===== src/rtl/gb_cpu_pkg.sv =====
// Shared SM83 core definitions: fetch FSM states, instruction packet layout,
// and the opcode length/legality helpers shared between fetch and decode.
package gb_cpu_pkg;

    typedef enum logic [1:0] {
        FETCH_OP,
        FETCH_B1,
        FETCH_B2,
        HOLD
    } fetch_state_e;

    typedef struct packed {
        logic [7:0]  opcode;
        logic [7:0]  cb_op;
        logic        cb;
        logic [15:0] imm;
        logic [1:0]  len;
        logic [15:0] pc;
        logic        illegal;
    } fetch_pkt_t;

    localparam logic [7:0] CB_PREFIX = 8'hCB;

    localparam int unsigned N_ILLEGAL = 11;
    localparam logic [8*N_ILLEGAL-1:0] ILLEGAL_OPS = {
        8'hD3, 8'hDB, 8'hDD, 8'hE3, 8'hE4, 8'hEB,
        8'hEC, 8'hED, 8'hF4, 8'hFC, 8'hFD
    };

    function automatic logic is_illegal_op(input logic [7:0] op);
        logic hit;
        hit = 1'b0;
        for (int unsigned i = 0; i < N_ILLEGAL; i++) begin
            if (op == ILLEGAL_OPS[8*i +: 8]) hit = 1'b1;
        end
        return hit;
    endfunction

    // Illegal opcodes fall through to length 1 so the fetcher never stalls on them.
    function automatic logic [1:0] instr_len(input logic [7:0] op);
        logic [1:0] len;
        case (op)
            8'h06, 8'h0E, 8'h16, 8'h1E, 8'h26, 8'h2E, 8'h36, 8'h3E,
            8'h10, 8'h18, 8'h20, 8'h28, 8'h30, 8'h38,
            8'hC6, 8'hCE, 8'hD6, 8'hDE, 8'hE6, 8'hEE, 8'hF6, 8'hFE,
            8'hE0, 8'hF0, 8'hE8, 8'hF8, 8'hCB:
                len = 2'd2;
            8'h01, 8'h11, 8'h21, 8'h31, 8'h08,
            8'hC2, 8'hC3, 8'hC4, 8'hCA, 8'hCC, 8'hCD,
            8'hD2, 8'hD4, 8'hDA, 8'hDC, 8'hEA, 8'hFA:
                len = 2'd3;
            default:
                len = 2'd1;
        endcase
        return len;
    endfunction

endpackage


===== src/rtl/instr_len_lut.sv =====
// Combinational opcode classifier: instruction length and illegal-opcode flag.
module instr_len_lut
    import gb_cpu_pkg::*;
(
    input  logic [7:0] op_i,
    output logic [1:0] len_o,
    output logic       illegal_o
);

    always_comb begin
        len_o     = instr_len(op_i);
        illegal_o = is_illegal_op(op_i);
    end

endmodule


===== src/rtl/instr_fetch.sv =====
// SM83 instruction fetch: reads opcode and operand bytes at PC, assembles one
// packet per instruction and hands it to decode over a valid/ready handshake.
module instr_fetch
    import gb_cpu_pkg::*;
#(
    parameter logic [15:0] RESET_PC = 16'h0000
) (
    input  logic        clk,
    input  logic        rst,
    output logic [15:0] mem_addr,
    output logic        mem_rd,
    input  logic [7:0]  mem_rdata,
    input  logic        mem_ready,
    input  logic        redir_valid,
    input  logic [15:0] redir_pc,
    output logic        out_valid,
    input  logic        out_ready,
    output logic [7:0]  out_opcode,
    output logic [7:0]  out_cb_op,
    output logic        out_cb,
    output logic [15:0] out_imm,
    output logic [1:0]  out_len,
    output logic [15:0] out_pc,
    output logic        out_illegal
);

    fetch_state_e state_q, state_d;
    logic [15:0]  pc_q, pc_d;
    fetch_pkt_t   pkt_q, pkt_d;

    logic [1:0]   lut_len;
    logic         lut_illegal;

    instr_len_lut u_len_lut (
        .op_i      (mem_rdata),
        .len_o     (lut_len),
        .illegal_o (lut_illegal)
    );

    always_ff @(posedge clk) begin
        if (rst) begin
            state_q <= FETCH_OP;
            pc_q    <= RESET_PC;
            pkt_q   <= '0;
        end else begin
            state_q <= state_d;
            pc_q    <= pc_d;
            pkt_q   <= pkt_d;
        end
    end

    always_comb begin
        state_d = state_q;
        pc_d    = pc_q;
        pkt_d   = pkt_q;

        // A redirect wins over any in-flight byte: its data is dropped and pc is not bumped.
        if (redir_valid) begin
            state_d = FETCH_OP;
            pc_d    = redir_pc;
        end else begin
            case (state_q)
                FETCH_OP: begin
                    if (mem_ready) begin
                        pkt_d         = '0;
                        pkt_d.opcode  = mem_rdata;
                        pkt_d.pc      = pc_q;
                        pkt_d.len     = lut_len;
                        pkt_d.illegal = lut_illegal;
                        pc_d          = pc_q + 16'd1;
                        state_d       = (lut_len == 2'd1) ? HOLD : FETCH_B1;
                    end
                end
                FETCH_B1: begin
                    if (mem_ready) begin
                        if (pkt_q.opcode == CB_PREFIX) begin
                            pkt_d.cb_op = mem_rdata;
                            pkt_d.cb    = 1'b1;
                        end else begin
                            pkt_d.imm[7:0] = mem_rdata;
                        end
                        pc_d    = pc_q + 16'd1;
                        state_d = (pkt_q.len == 2'd3) ? FETCH_B2 : HOLD;
                    end
                end
                FETCH_B2: begin
                    if (mem_ready) begin
                        pkt_d.imm[15:8] = mem_rdata;
                        pc_d            = pc_q + 16'd1;
                        state_d         = HOLD;
                    end
                end
                HOLD: begin
                    if (out_ready) state_d = FETCH_OP;
                end
                default: state_d = FETCH_OP;
            endcase
        end
    end

    assign mem_addr    = pc_q;
    assign mem_rd      = (state_q != HOLD);
    assign out_valid   = (state_q == HOLD);
    assign out_opcode  = pkt_q.opcode;
    assign out_cb_op   = pkt_q.cb_op;
    assign out_cb      = pkt_q.cb;
    assign out_imm     = pkt_q.imm;
    assign out_len     = pkt_q.len;
    assign out_pc      = pkt_q.pc;
    assign out_illegal = pkt_q.illegal;

endmodule


===== config.mk =====
export PLATFORM = sky130hd
export DESIGN_NAME = instr_fetch
export DESIGN_NICKNAME = d
export VERILOG_FILES = /design/src/rtl/gb_cpu_pkg.sv /design/src/rtl/instr_len_lut.sv /design/src/rtl/instr_fetch.sv
export SDC_FILE = /design/constraint.sdc
export NUM_CORES = 1
export LEC_CHECK = 0
export ABC_CLOCK_PERIOD_IN_PS = 2700
export CAP_MARGIN = 20
export CORE_AREA = 3 3 119 121
export CTS_CLUSTER_SIZE = 24
export DETAILED_ROUTE_END_ITERATION = 12
export DIE_AREA = 0 0 122 124
export PLACE_DENSITY = 0.46
export SLEW_MARGIN = 20
export SYNTH_ARGS = -nofsm -noshare
export SYNTH_HDL_FRONTEND = slang
export SYNTH_HIERARCHICAL = 1
export SYNTH_SLANG_ARGS = --single-unit

===== constraint.sdc =====
create_clock -name clk -period 2.7 [get_ports clk]
set_input_delay 0.405 -clock clk [delete_from_list [all_inputs] [get_ports clk]]
set_output_delay 0.405 -clock clk [all_outputs]
set_load 0.02 [all_outputs]

### Word-level counts from Yosys, hierarchy flattened

Cells that the tools add are included.

* bits in latches: 0
* memory bits (read-only): 0
* memories kept: 0
* bits in writable memories: 0
* word-level logic and storage cells: 126
* register bits after elaboration: 70

* divide/modulo/power cells: 0
* multiplexer cells: 31
* order comparisons: 0
* bitwise operators: 1
* $add $sub $neg: 1
* shifts and indexed selects: 0
* reduce and logical (&&, ||, !) cells: 15
* eq/ne operators: 68
* $mul: 0

Operator list (count)
* 8-bit equality test (second input constant): 37
* 8-bit by 6-bit equality test with 1-bit output (second input constant): 10
* 16-bit two-way mux: 3
* 44-bit two-way mux: 1
* 8-bit by 5-bit equality test with 1-bit output (second input constant): 5
* 8-bit case mux with 2 select lines: 2
* 27-bit OR reduction: 1
* 8-bit two-way mux: 3
* 9-bit two-way mux: 2
* 9-bit case mux with 2 select lines: 1
* 17-bit OR reduction: 1
* 16-bit by 1-bit adder with 16-bit output (second input constant): 1
* 8-bit by 4-bit equality test with 1-bit output (second input constant): 2
* 1-bit two-way mux: 12
* 2-bit inequality test (second input constant): 6
* 2-bit two-way mux: 5
* 5-bit AND reduction: 2
* 8-bit by 1-bit equality test with 1-bit output (second input constant): 1
* 8-bit by 3-bit equality test with 1-bit output (second input constant): 1
* 2-bit case mux with 4 select lines: 1
* 4-bit AND reduction: 2
* 2-bit nonzero test: 4
* 2-bit equality test (second input constant): 3
* 2-bit by 1-bit equality test with 1-bit output (second input constant): 2
* 8 further kinds: 8

### Longest topological paths before layout

* word-level depth: 14
* depth in mapped cells: 8

### Cells and area by module

The synthesis kept the hierarchy.

By module, submodules not included
* instr_fetch: seq. area each 1401.3 um2, cells each 374, times used 1, area each 3062.9 um2
* instr_len_lut: seq. area each 0.0 um2, cells each 29, times used 1, area each 198.9 um2

### Worst setup path before layout

No wires, ideal clock.

* kind: reg-to-reg
* start: register pc_q[4] (netlist: mem_addr[4])
* end: register pc_q[13] (netlist: mem_addr[13])
* stages on the path, launching flop included: 5
* slack: 818 ps
* buffers on the path: 0
* arrival: 1791 ps
* required time: 2609 ps
* period minus slack after synthesis: 1882 ps
* path through: dfxtp_1 -> nand4_4 -> or4_1 -> or3_1 -> a311oi_1

* longest elaborated chain between the ends: 4

RTL lines
* from (decl): line instr_fetch.sv:28 `logic [15:0] pc_q, pc_d;`
* from (signal assigned): line instr_fetch.sv:47 `pc_q <= pc_d;`
* 16-bit by 1-bit adder with 16-bit output: line instr_fetch.sv:70, instr_fetch.sv:82, instr_fetch.sv:89
* 16-bit two-way mux: line instr_fetch.sv:64, instr_fetch.sv:75, instr_fetch.sv:87
* 16-bit two-way mux
* 16-bit two-way mux: line instr_fetch.sv:58 `if (redir_valid) begin`

Every way passes these cells. The select of a mux whose other input is x is not followed.
A chain may end at the register's enable or synchronous reset.

### Final worst setup path

* start: input mem_rdata[2]
* end: register state_q[1]

* longest elaborated chain between the ends: 7
* elaborated cells between the ends (all ways): 51
* those cells by class: 45 x eq/ne; 4 x mux; 2 x reduce/logical

RTL lines
* from (decl): line instr_fetch.sv:12 `input logic [7:0] mem_rdata,`
* 8-bit by 3-bit equality test with 1-bit output, or another cell as far along: line gb_cpu_pkg.sv:42 `case (op)`
* 27-bit OR reduction or 17-bit OR reduction (tied branches): line gb_cpu_pkg.sv:42
* 2-bit case mux with 2 select lines *: line gb_cpu_pkg.sv:42
* net lut_len[0]: line instr_fetch.sv:31 `logic [1:0] lut_len;`
* 2-bit by 1-bit equality test with 1-bit output *: line instr_fetch.sv:71 `state_d = (lut_len == 2'd1) ? HOLD : FETCH_B1;`
* 2-bit two-way mux *: line instr_fetch.sv:71
* 2-bit two-way mux *: line instr_fetch.sv:64 `if (mem_ready) begin`
* 2-bit case mux with 4 select lines *: line instr_fetch.sv:62 `case (state_q)`
* to (signal assigned): line instr_fetch.sv:46 `state_q <= state_d;`
* to (decl): line instr_fetch.sv:27 `fetch_state_e state_q, state_d;`

Mark *: on every way through the listed nets, which the timed path passes. The rest lies on a longest branch. The select of a mux whose other input is x is not followed.

==> metrics <==
number of antenna violations at the first check in global routing=0; CTS tree=built; Ys Warns=6; CTS H-tree lvls=3; Post-synth EDFFs=0; arithmetic-cell share of the synthesized area counting full adders, half adders and majority gates=0.0269; hold bufs inserted after CTS=0; leading cell types in the layout, fill and taps excluded=clkdlybuf4s50_1 (97), nand2_1 (89), dfxtp_1 (70); worst min-delay path startpoint=out_imm[8]; number of antenna cells inserted=0; global route total overflow=0; placer congestion estimate=0.793; largest net degree at the start of global routing=40; share of total power in combinational logic=0.133; maximum vdd drop=0.219 mV; starting density of the core=0.247; synthesis-stage register bit count=70; depth of the worst register-to-register path=5; min Tclk post-route=2.20 ns; combined flip-flop and latch cell area=1400 um2; final-report max-slew violation count=0; portion of the post-synthesis area used by sequential elements=0.430; DRC viols=0; simple logic cell fraction of the synthesized area=0.275; Sink Count=70; RSZ-0062 raised after global routing=false; main combinational cell family by area after synthesis=simple AND/OR/NAND/NOR gates; core box area=13200 um2; Root Buffer=clkbuf_16; area used by multi-input combinational logic=1700 um2; switching power=737 uW; post-CTS setup-driven buffer insertion count=0; detailed router's first-iteration violation count=165; nets@finish=539; relative contribution of sequential cells to total power=0.384; Arrival @ worst endpoint=2.42 ns; remaining number of nets flagged by the antenna check after routing=0; std cell rows=42; crit path launch=mem_rdata[2]; layout-stage area growth over the synthesis result=47.6%; top-level I/O count=99; later-pin clock latency in the skew report=0.34 ns; final cell count without fillers=684; drt pass-1 iters=4; detailed-route wire length=11.1 mm; area of the die=15100 um2; final-layout worst hold slack=0.452 ns; cell count after synthesis=403; number of buffers inserted during clock tree synthesis=9; post-DR wirelength/cell=16.2 um; number of buffer cells added on primary ports=98; critical path launch point type=primary input; worst setup path class=in -> reg; maximum clock frequency=0.456 GHz; GRT Total Usage=0.150; count of endpoints failing hold in the final timing report=0; wire length of the first global-routing pass=17.6 mm; period utilization=0.813; commonest non-fill, non-tap cell in the layout=clkdlybuf4s50_1; ratio of cells with drive above 1 in the final layout=0.0807; Die Wd=122 um; reported leakage power=0.00162 uW; top_reg_cell synth=dfxtp_1; net switching fraction of the power=0.253; P_int=2180 uW; layout filler cell count=1395; Worst Skew=0.00687 ns; PwrDens=605 nW/um2; summed instance area of the synthesized netlist=3260 um2; mean cell area of the mapped netlist=8.09 um2; mux contribution to synthesized area=0.00652; vias in the first global route=3295; maximum fanout along the worst path=11; HPWL reported at the end of detailed placement=8.29 mm; clock group share of total power=0.483; final core utilization=0.365; proportion of synthesized flip-flops having asynchronous set or reset=0; Req. time, crit path=2.92 ns; post-synthesis compound-gate area fraction=0.185; critical register-to-register path startpoint=state_q[1]; number of max-capacitance violations reported=0; run status=complete, no violations; distinct cell type count of the synthesized netlist=55; post-CTS clock slew at the launch and capture registers of the worst setup and hold paths=0.06 ns; worst hold path depth=2; XOR/XNOR Fraction of Synth Area=0.0295; Worst Tran Pin Value=0.639 ns; endpoint class of the critical path=register; cell count after placement=668; CTS Buffer Depth=2; total nets after synthesis=439; Hold Path Class=reg -> reg; Fin Setup TNS=0 ns; mean number of vias per cell=4.80; final setup fails=0; detailed-route via count=3281; remaining max-slew budget at the tightest pin=0.568; post-route total power=2910 uW; Die Ht=124 um; Resized Gates After CTS=0
## registers in the layout (all words and copies together) (netlist names)
| name | flops |
|---|---|
| mem_addr | 16 |
| out_pc | 16 |
| out_illegal | 1 |
| out_opcode | 8 |
| out_imm | 16 |
| out_cb | 1 |
| state_q | 2 |
| out_cb_op | 8 |
| out_len | 2 |
## critical path: stages
cell and delay, ns:
clkdlybuf4s50_1 0.70, or2b_1 0.21, nor3_1 0.07, a221oi_2 0.33
nand3_1 0.15, nor2b_1 0.13, mux2i_1 0.07, a2111oi_0 0.35
## final cells by class
| type | count | area share |
|---|---|---|
| tap | 176 | 0.0457 |
| timing repair buffer | 115 | 0.229 |
| clock buffer | 10 | 0.0496 |
| clock inverter | 6 | 0.0242 |
| sequential | 70 | 0.291 |
| multi-input combinational | 299 | 0.354 |
| inverter | 8 | 0.00624 |
## logic make-up (layout without fill, tap and decap cells)
group | after synthesis | in the layout
AOI/OAI and AO/OA | 97 | 97
xor gates and xnor gates | 11 | 11
adders and majority gates | 7 | 7
buffers and inverters | 34 | 139
DFF | 70 | 70
muxes | 2 | 2
and+or+nand+nor | 182 | 182
## cell usage after synthesis, types with 4 or more instances
cell type	instances	area [um2]
nor4_1	6	37.5
nand4_1	13	81.3
clkbuf_1	20	75.1
o211ai_1	8	60.1
nor2_1	17	63.8
a211oi_1	7	52.6
ha_1	7	87.6
xnor2_1	9	78.8
dfxtp_1	70	1400
nand3b_1	6	45.0
nand2_1	89	334
nor3_1	5	25.0
a21oi_1	57	285
nor2b_1	4	25.0
nand3_1	20	100
inv_1	8	30.0
o21ai_0	4	20.0
## per-stage QoR
stage	setup WS [ns]	cell area (um2)
detailed placement	0.125	4460
finish	0.505	4810
global placement	0.243	4460
global route	0.378	4810
floorplan	0.818	3260
CTS	0.525	4810
## path summary, 6_finish.rpt
check / to / slack [ns]
max: state_q[1] / 0.50
min: out_imm[8] / 0.45
max reg2reg: mem_addr[13] / 0.74
min reg2reg: out_imm[8] / 0.45
## power by group through the flow
stage               Clock [uW]  Combinational, uW  Sequential [uW]
floorplan                    0                162             1170
global placement             0                389             1140
detailed placement           0                390             1140
CTS                       1450                391             1120
global route              1490                425             1120
finish                    1410                387             1120
## per-layer routing
metal | vias up | GRT usage | share of wire
li1 | 1633 | - | -
met5 | - | 0 | 0
met3 | 9 | 0.0618 | 0.081
met2 | 99 | 0.253 | 0.48
met1 | 1540 | 0.178 | 0.43
met4 | 0 | 0.0392 | 0.0086
Power figures use the tool's default switching activity.
